--- src/rtl/mux_scan_pkg.sv ---
// mux_scan_pkg: shared types and sizes for the 8:1 mux scan sequencer
package mux_scan_pkg;
  localparam int N_CH  = 8;
  localparam int SEL_W = 3;
  typedef enum logic [1:0] {IDLE, SETTLE, HOLD} state_t;
endpackage

--- src/rtl/mux_settle_timer.sv ---
// mux_settle_timer: loadable down-counter that flags when the settle time has elapsed
module mux_settle_timer #(
  parameter int CNT_W = 4
) (
  input  logic             clk,
  input  logic             rst_n,
  input  logic             load,
  input  logic [CNT_W-1:0] load_val,
  output logic             zero
);
  logic [CNT_W-1:0] r_cnt;
  // load takes priority; otherwise count down and park at zero
  always_ff @(posedge clk or negedge rst_n)
    if (!rst_n) r_cnt <= '0;
    else if (load) r_cnt <= load_val;
    else if (r_cnt != '0) r_cnt <= r_cnt - 1'b1;
  assign zero = r_cnt == '0;
endmodule

--- src/rtl/mux8_scan_ctrl.sv ---
// mux8_scan_ctrl: steps an 8:1 mux through all channels, samples each, hands the word off on valid/ready
module mux8_scan_ctrl
  import mux_scan_pkg::*;
#(
  parameter int SETTLE_CYCLES = 1,
  parameter int CNT_W         = 4
) (
  input  logic             clk,
  input  logic             rst_n,
  input  logic             start,
  output logic [SEL_W-1:0] mux_sel,
  input  logic             mux_y,
  output logic             busy,
  output logic [N_CH-1:0]  data,
  output logic             valid,
  input  logic             ready
);
  state_t           r_state, w_next;
  logic [SEL_W-1:0] r_sel;
  logic [N_CH-1:0]  r_shadow, r_data, w_word;
  logic             r_valid, w_zero, w_start_scan, w_sample, w_last, w_load;

  assign w_last = r_sel == SEL_W'(N_CH - 1);
  assign w_load = w_start_scan | (w_sample & ~w_last);

  mux_settle_timer #(.CNT_W(CNT_W)) u_timer (
    .clk      (clk),
    .rst_n    (rst_n),
    .load     (w_load),
    .load_val (CNT_W'(SETTLE_CYCLES)),
    .zero     (w_zero)
  );

  // shadow word with the current channel's sample merged in
  always_comb begin
    w_word        = r_shadow;
    w_word[r_sel] = mux_y;
  end

  // next state plus scan-start and sample strobes
  always_comb begin
    w_next       = r_state;
    w_start_scan = 1'b0;
    w_sample     = 1'b0;
    case (r_state)
      IDLE: if (start) begin
        w_next       = SETTLE;
        w_start_scan = 1'b1;
      end
      SETTLE: if (w_zero) begin
        w_sample = 1'b1;
        if (w_last) w_next = HOLD;
      end
      HOLD: if (ready) begin
        w_next       = start ? SETTLE : IDLE;
        w_start_scan = start;
      end
      default: w_next = IDLE;
    endcase
  end

  // state, select, shadow and output word registers
  always_ff @(posedge clk or negedge rst_n)
    if (!rst_n) begin
      r_state  <= IDLE;
      r_sel    <= '0;
      r_shadow <= '0;
      r_data   <= '0;
      r_valid  <= 1'b0;
    end else begin
      r_state <= w_next;
      if (r_state == HOLD && ready) r_valid <= 1'b0;
      if (w_start_scan) begin
        r_sel    <= '0;
        r_shadow <= '0;
      end else if (w_sample) begin
        r_shadow <= w_word;
        r_sel    <= w_last ? '0 : r_sel + 1'b1;
        if (w_last) begin
          r_data  <= w_word;
          r_valid <= 1'b1;
        end
      end
    end

  assign mux_sel = r_sel;
  assign busy    = r_state == SETTLE;
  assign data    = r_data;
  assign valid   = r_valid;
endmodule

--- config.mk ---
export PLATFORM = sky130hd
export DESIGN_NAME = mux8_scan_ctrl
export DESIGN_NICKNAME = d
export VERILOG_FILES = /design/src/rtl/mux_scan_pkg.sv /design/src/rtl/mux_settle_timer.sv /design/src/rtl/mux8_scan_ctrl.sv
export SDC_FILE = /design/constraint.sdc
export NUM_CORES = 1
export LEC_CHECK = 0
export CAP_MARGIN = 5
export CORE_UTILIZATION = 53
export CTS_BUF_LIST = sky130_fd_sc_hd__clkbuf_16
export DETAILED_ROUTE_END_ITERATION = 10
export PLACE_DENSITY = 0.8
export SETUP_SLACK_MARGIN = 0.15
export SLEW_MARGIN = 5
export SYNTH_ARGS = -nofsm -noshare
export SYNTH_HDL_FRONTEND = slang
export SYNTH_SLANG_ARGS = --single-unit
--- constraint.sdc ---
create_clock -name clk -period 4.65 [get_ports clk]
set_clock_uncertainty 0.15 [all_clocks]
set_input_delay 0.93 -clock clk [delete_from_list [all_inputs] [get_ports clk]]
set_output_delay 0.93 -clock clk [all_outputs]
set_load 0.02 [all_outputs]
# Word-level counts from Yosys, hierarchy flattened
# Index checks and enable logic that the tools add are counted.
dict set report word_totals {
  register_bits 26
  latch_bits 0
  mem_bits_rw 0
  mem_bits_ro 0
  inputBits 5
  output_inout_bits 13
  word_cells 55
  mem_count 0
}
dict set report classes {
  addsub 2
  mul 0
  div 0
  n_lt_le_gt_ge 2
  n_eq_ne 7
  n_shift 0
  n_mux 25
  bitwise 4
  reduce_logical 9
}
# op n
set op_table {}
lappend op_table {{8-bit 2-to-1 mux} 2}
lappend op_table {{1-bit 2-to-1 mux} 10}
lappend op_table {{3-bit 2-to-1 mux} 3}
lappend op_table {{8-bit bitwise mux} 1}
lappend op_table {{2-bit 2-to-1 mux} 4}
lappend op_table {{4-bit 2-to-1 mux} 2}
lappend op_table {{2-bit case mux with 3 select lines} 1}
lappend op_table {{4-bit logical NOT} 1}
lappend op_table {{3-bit by 4-bit less-than comparator with 1-bit output, second input constant} 1}
lappend op_table {{2-bit by 1-bit != test with 1-bit output, second input constant} 2}
lappend op_table {{2-bit != test, second input constant} 2}
lappend op_table {{4-bit AND reduction} 1}
lappend op_table {{2-bit nonzero test} 2}
lappend op_table {{4-bit nonzero test} 1}
lappend op_table {{4-bit by 1-bit subtractor with 4-bit output, second input constant} 1}
lappend op_table {{3-bit by 1-bit adder with 3-bit output, second input constant} 1}
lappend op_table {{1-bit demux with 3-bit select} 1}
lappend op_table {{3-bit equality test, second input constant} 1}
lappend op_table {{3-bit by 1-bit greater-or-equal comparator with 1-bit output, second input constant} 1}
lappend op_table {{3-bit AND reduction} 1}
lappend op_table {{2-bit by 1-bit equality test with 1-bit output, second input constant} 1}
lappend op_table {{2-bit equality test, second input constant} 1}
lappend op_table {{1-bit logical AND} 2}
lappend op_table {{2-bit logical NOT} 1}
lappend op_table {{4 further kinds} 5}

# Longest topological paths before layout
# Gate-level depths: netlist of the first run.
dict set report logic_depth {
  depth_word 7
  ltp_mapped 6
  depth_no_buf 5
}

# Modules after synthesis
# Synthesis of the first run repeated with hierarchy kept, for this count alone.
dict set report hier_totals {
  hier_cells 143
  hier_area_um2 1421.4
}
# module n_inst cells_each area_each_um2 seq_area_each_um2
set modules_own_cells {}
lappend modules_own_cells {mux8_scan_ctrl 1 121 1187.4 550.5}
lappend modules_own_cells {mux_settle_timer 1 22 234.0 100.1}

# Least setup slack after synthesis of the first run
# Ideal clock, no wire load.
dict set report synth_timing {
  kind {input port to flip-flop}
  startpoint {input start}
  endpoint {register r_shadow[1]}
  setup_time_ps 125
  arrival_time_ps 1612
  t_required_ps 4375
  setup_slack_ps 2763
  cell_stages 4
  n_path_buf 1
  cell_sequence {nand2b_1 clkbuf_1 o21a_1 mux2_2}
}
dict set report synth_via {
  elab_chain_cells 3
  word_cells_on_any_way 5
  classes_between {mux (4); reduce/logical (1)}
}
# item line_no
set synth_rtl {}
lappend synth_rtl {{from (decl)} mux8_scan_ctrl.sv:10} ;# input logic start,
lappend synth_rtl {{1-bit 2-to-1 mux, on equally long branches} {mux8_scan_ctrl.sv:54, mux8_scan_ctrl.sv:46}}
lappend synth_rtl {{1-bit case mux with 2 select lines (*)} mux8_scan_ctrl.sv:45} ;# case (r_state)
lappend synth_rtl {{8-bit 2-to-1 mux / 2-bit nonzero test (equally long branches)} n/a}
lappend synth_rtl {{to (signal assigned)} mux8_scan_ctrl.sv:77} ;# r_shadow <= w_word;
lappend synth_rtl {{to (decl)} mux8_scan_ctrl.sv:20} ;# logic [N_CH-1:0] r_shadow, r_data, w_word;
# Mark *: on every way between the ends. The rest lies on a longest branch, timed or not.
# A chain may end at the register's enable or synchronous reset.

# Final worst setup path of the first run
dict set report layout_timing {
  startpoint {register r_state[1]}
  endpoint {output busy}
}
dict set report layout_via {
  elab_chain_cells 1
}
# item line_no
set layout_rtl {}
lappend layout_rtl {{from (decl)} mux8_scan_ctrl.sv:18} ;# state_t r_state, w_next;
lappend layout_rtl {{from (signal assigned)} mux8_scan_ctrl.sv:71} ;# r_state <= w_next;
lappend layout_rtl {{2-bit by 1-bit equality test with 1-bit output} mux8_scan_ctrl.sv:87} ;# assign busy = r_state == SETTLE;
lappend layout_rtl {{to (decl)} mux8_scan_ctrl.sv:13} ;# output logic busy,
# No other way between the ends.

==> results of run 1 <==
[cell families (layout without fill, tap and decap cells)]
family                     Yosys count  in the layout
AOI/OAI and AO/OA                   24             24
xor gates and xnor gates             1              1
adders and majority gates            3              3
buffers and inverters               11             23
DFF                                 26             26
muxes                               21             21
and+or+nand+nor                     31             31
[per-layer routing]
metal | vias to the layer above | share of wire (%)
met5 | - | 0
met4 | 0 | 1.1
met3 | 5 | 3.6
met2 | 23 | 50
met1 | 481 | 45
li1 | 448 | -
[worst min-delay path by stage]
stage,startpoint,endpoint,slack [ns]
2_1_floorplan,r_shadow[6],r_shadow[6],0.36
3_3_place_gp,valid,valid,0.32
3_5_place_dp,valid,valid,0.32
4_1_cts,valid,valid,0.34
5_1_grt,valid,valid,0.35
6_report,valid,valid,0.34
[sequential cells by signal (all words and copies together) (netlist names)]
signal         count
r_state            2
valid              1
r_shadow           8
mux_sel            3
data               8
u_timer.r_cnt      4
[placed cells by master (no fill, tap or decap), types with 2 or more instances in the layout]
cell type,netlist,routed
a21oi_1,4,4
a31oi_1,2,2
clkbuf_16,0,3
clkdlybuf4s50_1,0,16
dfrtp_1,26,26
ha_1,3,3
inv_1,2,2
mux2_2,12,12
mux2_4,6,6
mux2i_1,3,3
nand2b_1,3,3
nand3_1,3,3
nand3b_1,5,5
nor2_1,4,4
nor3_1,3,3
nor3b_1,4,4
o21a_1,6,6
o21ai_0,6,6
o221ai_1,3,3
[per-stage QoR]
stage	std cells	total power, W
3_5_place_dp	156	0.000817
5_1_grt	159	0.00106
4_1_cts	159	0.00101
3_3_place_gp	156	0.000796
2_1_floorplan	117	0.000694
6_report	159	0.000999
[power groups by stage]
stage          sequential (W)  clock (W)  combinational, W
2_1_floorplan        0.000382          0          0.000312
3_3_place_gp         0.000370          0          0.000426
3_5_place_dp         0.000377          0          0.000439
4_1_cts              0.000374   0.000190          0.000442
5_1_grt              0.000384   0.000198          0.000477
6_report             0.000374   0.000187          0.000438
[final cells by class]
class	count	area, sq um	area share, %
inverter	3	11.3	0.691
multi-input combinational	80	691	42.4
sequential	26	651	39.9
tap	30	37.5	2.30
clock buffer	3	75.1	4.60
timing repair buffer	17	165	10.1
[worst register-to-register path, cell delays in order (launching register included)]
cell,delay (ns)
dfrtp_1,0.40
inv_1,0.07
ha_1,0.21
nor3b_4,0.41
and3_1,0.60
mux2_4,0.35
==> flow_metrics.tcl, run 1 <==
set metrics [dict create \
    final_nets 139 \
    seqPwrFrac_pct 37.5 \
    stdcell_area_sq_um 1630 \
    crit_chain "nand2b_1, inv_2, clkdlybuf4s50_1" \
    synthMuxAreaShare_pct 18.3 \
    synth.ff_latch_count 26 \
    hold_path_class "reg2reg" \
    viasPerCell 6.02 \
    reg2reg_from "u_timer.r_cnt[1]" \
    fin_setup_tns_ns 0 \
    grt_use_met3_pct 2.87 \
    wl_per_cell_um 16.6 \
    grt_pass1_wl_um 4450 \
    critPathKind "reg2out" \
    drt-initial-drc-count 11 \
    p_leak_nw 0.713 \
    grt_start_max_net_pins 27 \
    async_flop_share_pct 100 \
    clockBufferDepth 2 \
    top_level_ports 18 \
    ant_nets 0 \
    io_buffers 17 \
    cts-hold-fix-buffers 0 \
    gp_congestion 0.811 \
    arrival_ns 1.77 \
    ys_top_cells_by_count "dfrtp_1 (26), mux2_2 (12), mux2_4 (6), o21a_1 (6), o21ai_0 (6)" \
    synth_top_family_by_area "multiplexers" \
    synthDominantCellAreaShare_pct 46.6 \
    synth_nets 125 \
    rrSetupSlack_ns 2.34 \
    cp.depth 3 \
    slowest_delay_ns 0.62 \
    synth_compound_area_share_pct 12.6 \
    firstDrtPassIters 4 \
    cts_tree "done" \
    clkPwrFrac_pct 18.7 \
    yosys.cell_count.top_type "dfrtp_1" \
    dp_hpwl_um 1830 \
    whs_path_depth 1 \
    maxSlewViolCount 0 \
    die_w_um 53.3 \
    dieHeight_um 53.3 \
    synth.distinct_cells 35 \
    dieArea_sq_um 2840 \
    critPathRequiredTime_ns 3.57 \
    synthSimpleGateAreaFrac_pct 15.2 \
    netlist_instances 117 \
    r2r-end "data[3]" \
    cts-root-buf "clkbuf_16" \
    busiest_layer "met2" \
    cpMaxStageDelayCell "clkdlybuf4s50_1" \
    critPathTopFamily "buffers and inverters" \
    synth-xor-area-share_pct 0.627 \
    comb_power_share_pct 43.8 \
    post_cts_resized 0 \
    whs_ns 0.339 \
    n_antenna_cell 0 \
    period_needed_ns 2.85 \
    grt_overflow 0 \
    grt_pass1_vias 948 \
    drive_gt1_share_pct 21.7 \
    wirelength_um 2640 \
    setup_viol 0 \
    avgSynthCellArea_sq_um 11.9 \
    synth-main-ff-cell "dfrtp_1" \
    p_sw_w 0.000350 \
    synth_edf_count 0 \
    area_growth_pct 16.8 \
    cellPowerDensity_nw_per_um2 613 \
    met2_usage_pct 36.9 \
    ys_warn_count 0 \
    initial_core_util_pct 56.4 \
    worst_pin_slew_ns 0.818 \
    postPlaceCellArea_sq_um 1560 \
    max_freq_mhz 351 \
    syn_area_sq_um 1400 \
    synth_area_leaders "dfrtp_1 (47%), mux2_2 (9.7%), mux2_4 (6.5%), o21a_1 (3.2%), ha_1 (2.7%)" \
    post-route-period-util_pct 61.2 \
    cap_violations 0 \
    clk_pin_slew_worst_paths_ns 0.06 \
    worst_slack_ns 1.80 \
    synthAdderAreaFrac_pct 2.69 \
    post-route-util_pct 65.8 \
    rsz0062_at_grt "false" \
    relSlewSlack_pct 45.3 \
    fp-row-count 18 \
    ir_drop_uv 420 \
    power_switching_share_pct 35.1 \
    clk_latency_ns 0.26 \
    grt_usage_pct 21.9 \
    critical_path.max_fanout 7 \
    fill_cells 208 \
    seq_area_frac_synth_pct 46.6 \
    crit_buf_inv 2 \
    gr-usage-met1_pct 28.8 \
    cts_buffers 3 \
    internal_power_w 0.000649 \
    final_hold_viol_count 0 \
    core_sq_um 2480 \
    post_cts_buffers 0 \
    antenna_found_initial 0 \
    vias 957 \
    route.detailed.drc 0 \
    clock-sinks 26 \
    endpoint "busy" \
    synth_top_cell_by_area "dfrtp_1" \
    r2r_cells 5 \
    crit_start "r_state[1]" \
    status "finished clean" \
    endpoint_kind "output port" \
    h-tree-depth 1 \
    place_ws_ns 1.62 \
    crit_path_start_kind "flip-flop" \
]
No activity file was read; power rests on OpenSTA's default activity.
==> run 2: changes to the inputs <==
--- a/config.mk
+++ b/config.mk
@@ -6,10 +6,10 @@
 export NUM_CORES = 1
 export LEC_CHECK = 0
 export CAP_MARGIN = 5
-export CORE_UTILIZATION = 53
+export CORE_UTILIZATION = 49
 export CTS_BUF_LIST = sky130_fd_sc_hd__clkbuf_16
 export DETAILED_ROUTE_END_ITERATION = 10
-export PLACE_DENSITY = 0.8
+export PLACE_DENSITY = 0.78
 export SETUP_SLACK_MARGIN = 0.15
 export SLEW_MARGIN = 5
 export SYNTH_ARGS = -nofsm -noshare
==> constraint.sdc (replaced) <==
create_clock -name clk -period 2.4 [get_ports clk]
set_clock_uncertainty 0.15 [all_clocks]
set_input_delay 0.48 -clock clk [delete_from_list [all_inputs] [get_ports clk]]
set_output_delay 0.48 -clock clk [all_outputs]
set_load 0.02 [all_outputs]
==> run 2 against run 1 <==
  * Total power increased by 98%
  * Final cell count increased by 6.3%
  * Utilization increased by 0.18 points
==> flow_metrics.tcl, run 2 (synthesized netlist as in run 1, its figures left out) <==
set metrics [dict create \
    status "finished clean" \
    area_growth_pct 22.4 \
    critPathTopFamily "buffers and inverters" \
    p_leak_nw 0.761 \
    hold_path_class "reg2reg" \
    setup_viol 0 \
    reg2reg_from "u_timer.r_cnt[0]" \
    h-tree-depth 1 \
    wirelength_um 2660 \
    initial_core_util_pct 53.9 \
    r2r_cells 5 \
    period_needed_ns 2.10 \
    clockBufferDepth 2 \
    endpoint_kind "output port" \
    dieHeight_um 55.4 \
    final_hold_viol_count 0 \
    firstDrtPassIters 4 \
    crit_buf_inv 1 \
    ant_nets 0 \
    layout_common_cells "dfrtp_1 (26), clkdlybuf4s50_1 (16), mux2_2 (12)" \
    rrSetupSlack_ns 0.33 \
    dieArea_sq_um 3070 \
    cap_violations 0 \
    critPathKind "reg2out" \
    crit_path_start_kind "flip-flop" \
    post-route-util_pct 66.0 \
    n_antenna_cell 0 \
    viasPerCell 5.82 \
    wl_per_cell_um 15.7 \
    antenna_found_initial 0 \
    critPathRequiredTime_ns 1.77 \
    rsz0062_at_grt "false" \
    crit_chain "clkdlybuf4s50_1" \
    relSlewSlack_pct 60.2 \
    core_sq_um 2590 \
    holdCritStartpoint "valid" \
    fin_setup_tns_ns 0 \
    cts_buffers 3 \
    grt_pass1_wl_um 4680 \
    slowest_delay_ns 0.67 \
    arrival_ns 1.47 \
    die_w_um 55.4 \
    grt_overflow 0 \
    drt-initial-drc-count 21 \
    layout_commonest_cell "dfrtp_1" \
    grt_start_max_net_pins 27 \
    final_nets 148 \
    grt_usage_pct 19.1 \
    post_cts_buffers 0 \
    ir_drop_uv 720 \
    cpMaxStageDelayCell "clkdlybuf4s50_1" \
    cts_tree "done" \
    fp-row-count 18 \
    clock-sinks 26 \
    clk_latency_ns 0.25 \
    post-route-period-util_pct 87.3 \
    fill_cells 197 \
    r2r-end "data[4]" \
    grt_pass1_vias 980 \
    worst_pin_slew_ns 0.598 \
    cellPowerDensity_nw_per_um2 1160 \
    max_freq_mhz 477 \
    top_level_ports 18 \
    gp_congestion 0.832 \
    drive_gt1_share_pct 25.9 \
    whs_path_depth 1 \
    whs_ns 0.331 \
    route.detailed.drc 0 \
    critical_path.max_fanout 11 \
    clk_pin_slew_worst_paths_ns 0.06 \
    hold_end "valid" \
    vias 983 \
    maxSlewViolCount 0 \
    cts-root-buf "clkbuf_16" \
    io_buffers 17 \
    dp_hpwl_um 1850 \
]
==> run 2: cell count changes in the layout (fill, tap and decap cells not counted) <==
cell            delta
buf_2              -1
dlymetal6s2s_1     +1
buf_4              +9
clkinv_1           +1
==> run 2: worst max path at each step <==
stage	start	endpoint	slack [ns]	depth (start not counted)
global placement	start	r_shadow[0]	0.40	5
global route	u_timer.r_cnt[0]	data[5]	0.24	5
detailed placement	u_timer.r_cnt[0]	data[4]	0.34	5
floorplan	u_timer.r_cnt[0]	data[0]	0.53	6
finish	mux_sel[2]	mux_sel[2]	0.30	1
CTS	r_state[1]	busy	0.16	3
==> run 2: stage by stage <==
| step | instance area, sq um | worst slack [ns] | std cells | power (W) |
|---|---|---|---|---|
| final | 1710 | 0.304 | 169 | 0.00198 |
| after floorplan | 1400 | 0.530 | 117 | 0.00135 |
| after detailed placement | 1630 | 0.342 | 165 | 0.00162 |
| after global placement | 1630 | 0.401 | 165 | 0.00159 |
| after CTS | 1710 | 0.161 | 169 | 0.00199 |
| after global routing | 1710 | 0.243 | 169 | 0.00211 |
==> run 2: cell type report <==
type                            instances  area [sq um]  area share [%]
Multi-Input combinational cell         80           691            40.4
Clock buffer                            3          75.1            4.39
Inverter                                3          11.3           0.659
Timing Repair Buffer                   26           240            14.1
Sequential cell                        26           651            38.1
Tap cell                               30          37.5            2.20
Clock inverter                          1          3.75           0.220
==> run 2: power breakdown <==
part           leakage [nW]  switching (W)  internal [W]
Sequential            0.334       0.000106      0.000581
Combinational         0.388       0.000432      0.000492
Clock                0.0385       0.000142      0.000223
==> run 2: what timing repair did <==
action	4_1_cts	5_1_grt
endpoints found under the setup margin	0	1
resized for setup	0	1
hold buffers	0	0
==> run 2: per-layer routing <==
layer  track usage [%]  vias to the layer above  share of wire (%)
li1                  -                      467                  -
met1              27.4                      492                 48
met2              28.9                       22                 47
met3              3.51                        2                3.9
met4              7.14                        0               0.45
met5                 0                        -                  0
